File: src/rtl/keys_debounce_module.sv
// Four-key debouncer: two-flop synchroniser plus an independent debounce FSM per key,
// producing a one-cycle press pulse and a debounced held level for each key.
module keys_debounce_module #(
    parameter int unsigned DEBOUNCE_CYCLES = 500000,
    parameter int unsigned CNT_W           = 20
) (
    input  logic       CLK,
    input  logic       RST,
    input  logic [3:0] keys_n,
    output logic [3:0] key_pulse,
    output logic [3:0] key_level
);

    localparam int unsigned NUM_KEYS = 4;
    localparam logic [CNT_W-1:0] CNT_LAST = CNT_W'(DEBOUNCE_CYCLES - 1);

    typedef enum logic [1:0] {
        IDLE,
        PRESS_WAIT,
        PRESSED,
        RELEASE_WAIT
    } state_t;

    logic [NUM_KEYS-1:0] sync_q1;
    logic [NUM_KEYS-1:0] sync_q2;

    // Synchronisers reset to the released level so reset never looks like a press.
    always_ff @(posedge CLK) begin
        if (RST) begin
            sync_q1 <= '1;
            sync_q2 <= '1;
        end else begin
            sync_q1 <= keys_n;
            sync_q2 <= sync_q1;
        end
    end

    for (genvar k = 0; k < NUM_KEYS; k++) begin : g_key
        state_t           state;
        logic [CNT_W-1:0] cnt;
        logic             pulse;
        logic             level;

        // Any departure from the stable run restarts the debounce from the opposite state.
        always_ff @(posedge CLK) begin
            if (RST) begin
                state <= IDLE;
                cnt   <= '0;
                pulse <= 1'b0;
                level <= 1'b0;
            end else begin
                pulse <= 1'b0;
                case (state)
                    IDLE: begin
                        if (!sync_q2[k]) begin
                            state <= PRESS_WAIT;
                            cnt   <= '0;
                        end
                    end
                    PRESS_WAIT: begin
                        if (sync_q2[k]) begin
                            state <= IDLE;
                            cnt   <= '0;
                        end else if (cnt == CNT_LAST) begin
                            state <= PRESSED;
                            cnt   <= '0;
                            pulse <= 1'b1;
                            level <= 1'b1;
                        end else begin
                            cnt <= cnt + CNT_W'(1);
                        end
                    end
                    PRESSED: begin
                        if (sync_q2[k]) begin
                            state <= RELEASE_WAIT;
                            cnt   <= '0;
                        end
                    end
                    RELEASE_WAIT: begin
                        if (!sync_q2[k]) begin
                            state <= PRESSED;
                            cnt   <= '0;
                        end else if (cnt == CNT_LAST) begin
                            state <= IDLE;
                            cnt   <= '0;
                            level <= 1'b0;
                        end else begin
                            cnt <= cnt + CNT_W'(1);
                        end
                    end
                    default: begin
                        state <= IDLE;
                        cnt   <= '0;
                        level <= 1'b0;
                    end
                endcase
            end
        end

        assign key_pulse[k] = pulse;
        assign key_level[k] = level;
    end

endmodule

File: config.mk
export PLATFORM = sky130hd
export DESIGN_NAME = keys_debounce_module
export DESIGN_NICKNAME = d
export VERILOG_FILES = /design/src/rtl/keys_debounce_module.sv
export SDC_FILE = /design/constraint.sdc
export NUM_CORES = 1
export LEC_CHECK = 0
export ABC_AREA = 0
export CAP_MARGIN = 5
export CORE_MARGIN = 1
export CORE_UTILIZATION = 35
export DETAILED_ROUTE_END_ITERATION = 10
export DONT_BUFFER_PORTS = 1
export REMOVE_ABC_BUFFERS = 1
export SYNTH_ARGS = -nofsm -noshare
export SYNTH_HDL_FRONTEND = slang
export SYNTH_SLANG_ARGS = --single-unit
File: constraint.sdc
create_clock -name CLK -period 6.1 [get_ports CLK]
set_input_delay 0.305 -clock CLK [delete_from_list [all_inputs] [get_ports CLK]]
set_output_delay 0.305 -clock CLK [all_outputs]
set_load 0.05 [all_outputs]
==> results.json, run 1 <==
{
  "setup_ws_ns": 3.80,
  "drt_iter0_drc": 290,
  "period_needed_ns": 2.30,
  "r2r-end": "g_key[0].cnt[19]$_SDFFE_PP0P_",
  "reg2reg_depth": 5,
  "crit_end": "g_key[0].cnt[19]$_SDFFE_PP0P_",
  "yosys.area.top_type": "dfxtp_1",
  "layout.nets": 612,
  "cp-startpoint": "g_key[0].cnt[15]$_SDFFE_PP0P_",
  "synth_top_area_frac": 0.402,
  "drcViolationCount": 0,
  "switchingPower_mw": 0.308,
  "setup.worst_path.start_class": "register",
  "yosys.cell_types.count": 60,
  "place_ws_ns": 3.73,
  "final_cells": 791,
  "layout-drive-gt1-share": 0.0659,
  "total_power_mw": 1.33,
  "arrival_ns": 2.53,
  "ys_ff_latch": 104,
  "ant_nets": 0,
  "pwr-share-seq": 0.531,
  "fmax_mhz": 435,
  "cts_tree": "built",
  "grtUsageTotal": 0.158,
  "leakage_nw": 1.76,
  "top_layer": "met4",
  "met3_length_um": 476,
  "cts_resized": 0,
  "place.detailed.hpwl_mm": 7.54,
  "synth.area.top_cells": "dfxtp_1, nor2_1, nand2_1, nand3_1, xnor2_1",
  "cts_root_buf": "clkbuf_16",
  "reg2reg_from": "g_key[0].cnt[15]$_SDFFE_PP0P_",
  "synth_warnings": 0,
  "grt_overflow_total": 0,
  "design.core.area_sq_mm": 0.0145,
  "p_per_area_mw_per_mm2": 239,
  "status": "finished, final reports clean",
  "setup_viol": 0,
  "cts_sinks": 104,
  "die_h_um": 124,
  "netlist_area_sq_mm": 0.00518,
  "slew_headroom": 0.358,
  "die_area_sq_mm": 0.0153,
  "switching_share": 0.232,
  "rrSetupSlack_ns": 3.80,
  "period_share": 0.377,
  "start_util": 0.358,
  "critPathMaxFanout": 29,
  "ys_seq_area_frac": 0.402,
  "die_x_um": 124,
  "skew_ns": 0.00490,
  "p_comb_frac": 0.030,
  "power.internal_mw": 1.02,
  "max-cap-violations": 0,
  "grt_pass1_vias": 4253,
  "hold_path_class": "input pin to register",
  "postSynthCellCount": 623,
  "utilization": 0.384,
  "tns_ns": 0,
  "port_buffers": 0,
  "clk_latency_ns": 0.35,
  "cts_max_level": 3,
  "avgViaCountPerCell": 5.68,
  "cts_setup_buffers": 0,
  "routedWlPerCell_um": 14.1,
  "final_max_slew_viol_count": 0,
  "antenna_found_initial": 0,
  "grt_max_degree": 63,
  "wl_met2_mm": 5.23,
  "hold_viol_final": 0,
  "grt_pass1_wl_mm": 19.3,
  "drt_pre_antenna_iters": 5,
  "io-pin-count": 14,
  "synthFlopType": "dfxtp_1",
  "tightestPinTransition_ns": 0.960,
  "clock_path_buffers": 2,
  "routed_wl_mm": 11.2,
  "wl_met1_mm": 5.24,
  "area_growth_pct": 7.39,
  "rsz0062_at_grt": "false",
  "clkPwrFrac": 0.439,
  "critPathCaptureType": "register",
  "path_clk_slew_ns": 0.07,
  "hold_buffers": 0,
  "async_flop_share": 0,
  "synth.avg_cell_area_sq_um": 8.31,
  "placed_cells": 774,
  "cts_buffers": 9,
  "diodes": 0,
  "place.gp.congestion": 0.801,
  "via_count": 4493,
  "path_class": "register to register",
  "peakVddDrop_v": 0.000147,
  "synth-edff-count": 0,
  "worstPathRequired_ns": 6.33,
  "row_count": 44
}
-- logic make-up after synthesis --
kind of cell,share of synthesized area
buffers and inverters,0.0447
AOI/OAI and AO/OA,0.150
and+or+nand+nor,0.318
DFF,0.402
xor gates and xnor gates,0.0524
muxes,0.0232
adders and majority gates,0.00966
-- flip-flops by register name (all words and copies together), names as in the netlist, named ones only --
register     count
g_key.cnt       80
g_key.level      4
g_key.pulse      4
g_key.state      4
sync_q1          4
sync_q2          4
-- layout by cell type (no fill, tap or decap), drive strengths merged, types with 17 or more instances in the layout --
cell and count:
a31oi 17, and3 17, dfxtp 104, xnor2 19, a21oi 27, o21ai 26
nor3 24, nor4 22, nand2 56, nor2 57, nand3 39, nand4 23
-- final cells by class --
type | count | area, sq um
clock buffers | 10 | 229
clock inverters | 6 | 68.8
fillers | 1430 | 8920
inverters | 16 | 60.1
multi-input cells | 469 | 2870
flip-flops and latches | 104 | 2080
well taps | 184 | 230
repair buffers | 2 | 21.3
-- worst max-delay path: stages, from the launching register on --
cell and delay (ns):
dfxtp_1 0.43, nand4_1 0.15, or4b_1 0.58, o211a_1 0.58, a41oi_1 0.37, a31oi_1 0.06
-- per-layer routing --
layer,vias to the layer above,track usage
met5,-,0
met4,0,0.0587
met3,19,0.0458
met2,88,0.264
met1,2146,0.191
li1,2240,-
-- synth_stat cells, types with 3 or more instances --
cell type and number:
dfxtp_1 104, nor2_1 57, nand2_1 56, nand3_1 39, a21oi_1 27, o21ai_0 24
nand4_1 23, nor3_1 23, clkbuf_1 20, nor4_1 20, xnor2_1 19, a31oi_1 17
and3_1 17, inv_1 15, or2_2 13, mux2i_1 12, xor2_1 12, nand2b_1 9
buf_4 8, a211oi_1 6, and4_1 6, or3_1 6, a21o_1 5, a22o_1 5
a22oi_1 5, a41oi_1 5, and2_1 5, buf_2 5, or4_1 5, ha_1 4
nor3b_1 4, nor4b_1 4, nand3b_1 3, nand4b_1 3, o311ai_0 3
-- power by group through the flow --
stage | Combinational [mW] | Clock [mW] | Sequential [mW]
floorplan | 0.0298 | 0 | 0.718
global placement | 0.0389 | 0 | 0.720
detailed placement | 0.0397 | 0 | 0.720
CTS | 0.0398 | 0.604 | 0.705
global route | 0.0439 | 0.635 | 0.705
finish | 0.0398 | 0.583 | 0.705
-- how the worst min path moves through the flow --
stage | from | to | slack [ns] | cells after the start
after floorplan | RST | g_key[0].level$_SDFFE_PP0P_ | 0.37 | 1
after global placement | RST | g_key[1].cnt[0]$_SDFFE_PP0P_ | 0.39 | 1
after detailed placement | RST | g_key[2].cnt[8]$_SDFFE_PP0P_ | 0.40 | 1
after CTS | RST | g_key[1].cnt[0]$_SDFFE_PP0P_ | 0.01 | 1
after global routing | RST | g_key[1].cnt[0]$_SDFFE_PP0P_ | 0.005 | 1
final | RST | register | 0.04 | 1
-- through the flow --
| stage | hold WS, ns | instance area, sq um |
|---|---|---|
| 2_1_floorplan | 0.374 | 5010 |
| 3_3_place_gp | 0.390 | 5250 |
| 3_5_place_dp | 0.395 | 5250 |
| 4_1_cts | 0.0149 | 5550 |
| 5_1_grt | 0.00463 | 5560 |
| 6_report | 0.0363 | 5560 |
(Power assumes the default switching activity.)
==> run 2, diff against run 1 <==
==> constraint.sdc (replaced) <==
create_clock -name CLK -period 2.02 [get_ports CLK]
set_input_delay 0.101 -clock CLK [delete_from_list [all_inputs] [get_ports CLK]]
set_output_delay 0.101 -clock CLK [all_outputs]
set_load 0.05 [all_outputs]
==> run 2 against run 1 <==
Net effect:
- worst hold slack got worse by 0.020 ns
- critical path type unchanged
- setup slack got worse by 3.8 ns
- clock power increased to 2.9 times the previous value
- global-route usage increased by 1.1 points
- first-iteration DRC count increased by 19%
- total power increased to 3.0 times the previous value
- non-clock buffer count increased by 58
- design area increased by 9.1%
- die area unchanged
- clock skew increased by 0.0035 ns
- critical endpoint is now g_key[0].level$_SDFFE_PP0P_
- count of clock-buffer cells in the layout increased by 1
==> results.json, run 2 (same netlist as run 1, synthesis figures left out) <==
{
  "fmax_mhz": 507,
  "via_count": 4702,
  "rsz0062_at_grt": "true",
  "placed_cells": 822,
  "hold_path_class": "input pin to register",
  "crit_end": "g_key[0].level$_SDFFE_PP0P_",
  "final_max_slew_viol_count": 0,
  "port_buffers": 0,
  "layout-drive-gt1-share": 0.153,
  "avgViaCountPerCell": 5.54,
  "final_common_cell": "dfxtp_1",
  "grt.busiest_layer": "met2",
  "max-cap-violations": 0,
  "antenna_found_initial": 0,
  "cts_tree": "built",
  "critPathCaptureType": "register",
  "grtUsageMet1": 0.213,
  "die_h_um": 124,
  "start_util": 0.358,
  "layout.nets": 670,
  "period_needed_ns": 1.97,
  "io-pin-count": 14,
  "path_cells": "nand4_1 > or4b_4 > buf_6 > nor4b_4 > buf_4 > mux2i_1 > a21oi_1",
  "grt_pass1_wl_mm": 20.2,
  "clock_path_buffers": 2,
  "pwr-share-seq": 0.524,
  "diodes": 0,
  "setup_viol": 0,
  "grtUsageMet3": 0.0389,
  "cp-startpoint": "g_key[0].cnt[17]$_SDFFE_PP0P_",
  "p_per_area_mw_per_mm2": 663,
  "row_count": 44,
  "grt_use_met2": 0.276,
  "leakage_nw": 2.08,
  "path_class": "register to register",
  "ant_nets": 0,
  "path_clk_slew_ns": 0.07,
  "p_comb_frac": 0.051,
  "largest_register_ffs": 80,
  "grt_overflow_total": 0,
  "clkPwrFrac": 0.426,
  "drt_pre_antenna_iters": 5,
  "period_share": 0.976,
  "skew_ns": 0.00837,
  "cts_sinks": 104,
  "place.gp.congestion": 0.819,
  "total_power_mw": 4.02,
  "power.internal_mw": 3.06,
  "design.core.area_sq_mm": 0.0145,
  "setup.worst_path.start_class": "register",
  "peakVddDrop_v": 0.000436,
  "drcViolationCount": 0,
  "switchingPower_mw": 0.964,
  "r2r-end": "g_key[0].level$_SDFFE_PP0P_",
  "status": "finished, final reports clean",
  "cp_slowest_stage_delay_ns": 0.58,
  "cts_max_level": 3,
  "hold_viol_final": 0,
  "grtUsageTotal": 0.168,
  "arrival_ns": 2.21,
  "switching_share": 0.240,
  "cts_root_buf": "clkbuf_16",
  "drt_iter0_drc": 346,
  "final_cell_mix": "dfxtp_1, nor2_1, nand2_1, buf_4, nand3_1",
  "die_x_um": 124,
  "routedWlPerCell_um": 14.2,
  "reg2reg_depth": 7,
  "grt_pass1_vias": 4323,
  "clk_latency_ns": 0.36,
  "utilization": 0.419,
  "min_path_cells": 3,
  "area_growth_pct": 17.1,
  "holdWs_ns": 0.0165,
  "tightestPinTransition_ns": 0.943,
  "largest_register": "g_key.cnt",
  "place.detailed.hpwl_mm": 8.06,
  "cp_slowest_cell": "or4b_4",
  "worstPathRequired_ns": 2.26,
  "slew_headroom": 0.369,
  "critPathMaxFanout": 4,
  "routed_wl_mm": 12.0,
  "rrSetupSlack_ns": 0.05,
  "die_area_sq_mm": 0.0153,
  "final_cells": 849,
  "reg2reg_from": "g_key[0].cnt[17]$_SDFFE_PP0P_",
  "grt_max_degree": 48,
  "cts_buffers": 9
}
run 2: power by group through the flow:
stage               Clock (mW)  Combinational [mW]  Sequential [mW]
floorplan                    0              0.0900             2.17
global placement             0               0.167             2.15
detailed placement           0               0.170             2.16
CTS                       1.77               0.202             2.11
global route              1.85               0.221             2.11
finish                    1.71               0.203             2.11
run 2: worst min path at each step:
stage / from / endpoint
2_1_floorplan: RST / g_key[0].level$_SDFFE_PP0P_
3_3_place_gp: RST / g_key[2].cnt[8]$_SDFFE_PP0P_
3_5_place_dp: RST / register
4_1_cts: RST / g_key[2].cnt[6]$_SDFFE_PP0P_
5_1_grt: RST / g_key[2].cnt[6]$_SDFFE_PP0P_
6_report: RST / g_key[2].cnt[2]$_SDFFE_PP0P_
run 2: area by class of cell:
cell class / count / area [sq um]
fill: 1419 / 8410
multi-input combinational: 469 / 2920
sequential: 104 / 2090
timing repair buffer: 60 / 482
clock buffer: 11 / 253
tap: 184 / 230
inverter: 16 / 60.1
clock inverter: 5 / 40.0
run 2: timing repair:
action | 4_1_cts | 5_1_grt
buffers inserted | 0 | 4
pin swaps | 2 | 8
hold buffers | 7 | 0
gates resized for setup | 2 | 12
hold endpoints to repair | 44 | 0
setup endpoints to repair | 2 | 35
run 2: metal layers:
layer | wire, um | share of wire | vias up
li1 | - | - | 2364
met1 | 5710 | 0.48 | 2255
met2 | 5690 | 0.47 | 69
met3 | 417 | 0.035 | 14
met4 | 204 | 0.017 | 0
met5 | 0 | 0 | -
run 2: stage by stage:
step                area [sq um]  setup WS (ns)  TNS, ns
finish                      6070         0.0479        0
global route                6070        -0.0484   -0.176
CTS                         5990        0.00543        0
detailed placement          5610        0.00661        0
global placement            5610         0.0473        0
floorplan                   5010         -0.517    -5.24
run 2: critical path: cells and delay by family (launching register included):
| family | cells | cell delay [ns] |
|---|---|---|
| and+or+nand+nor | 3 | 0.94 |
| buffers and inverters | 2 | 0.30 |
| DFF | 1 | 0.35 |
| muxes | 1 | 0.17 |
| AOI/OAI and AO/OA | 1 | 0.09 |
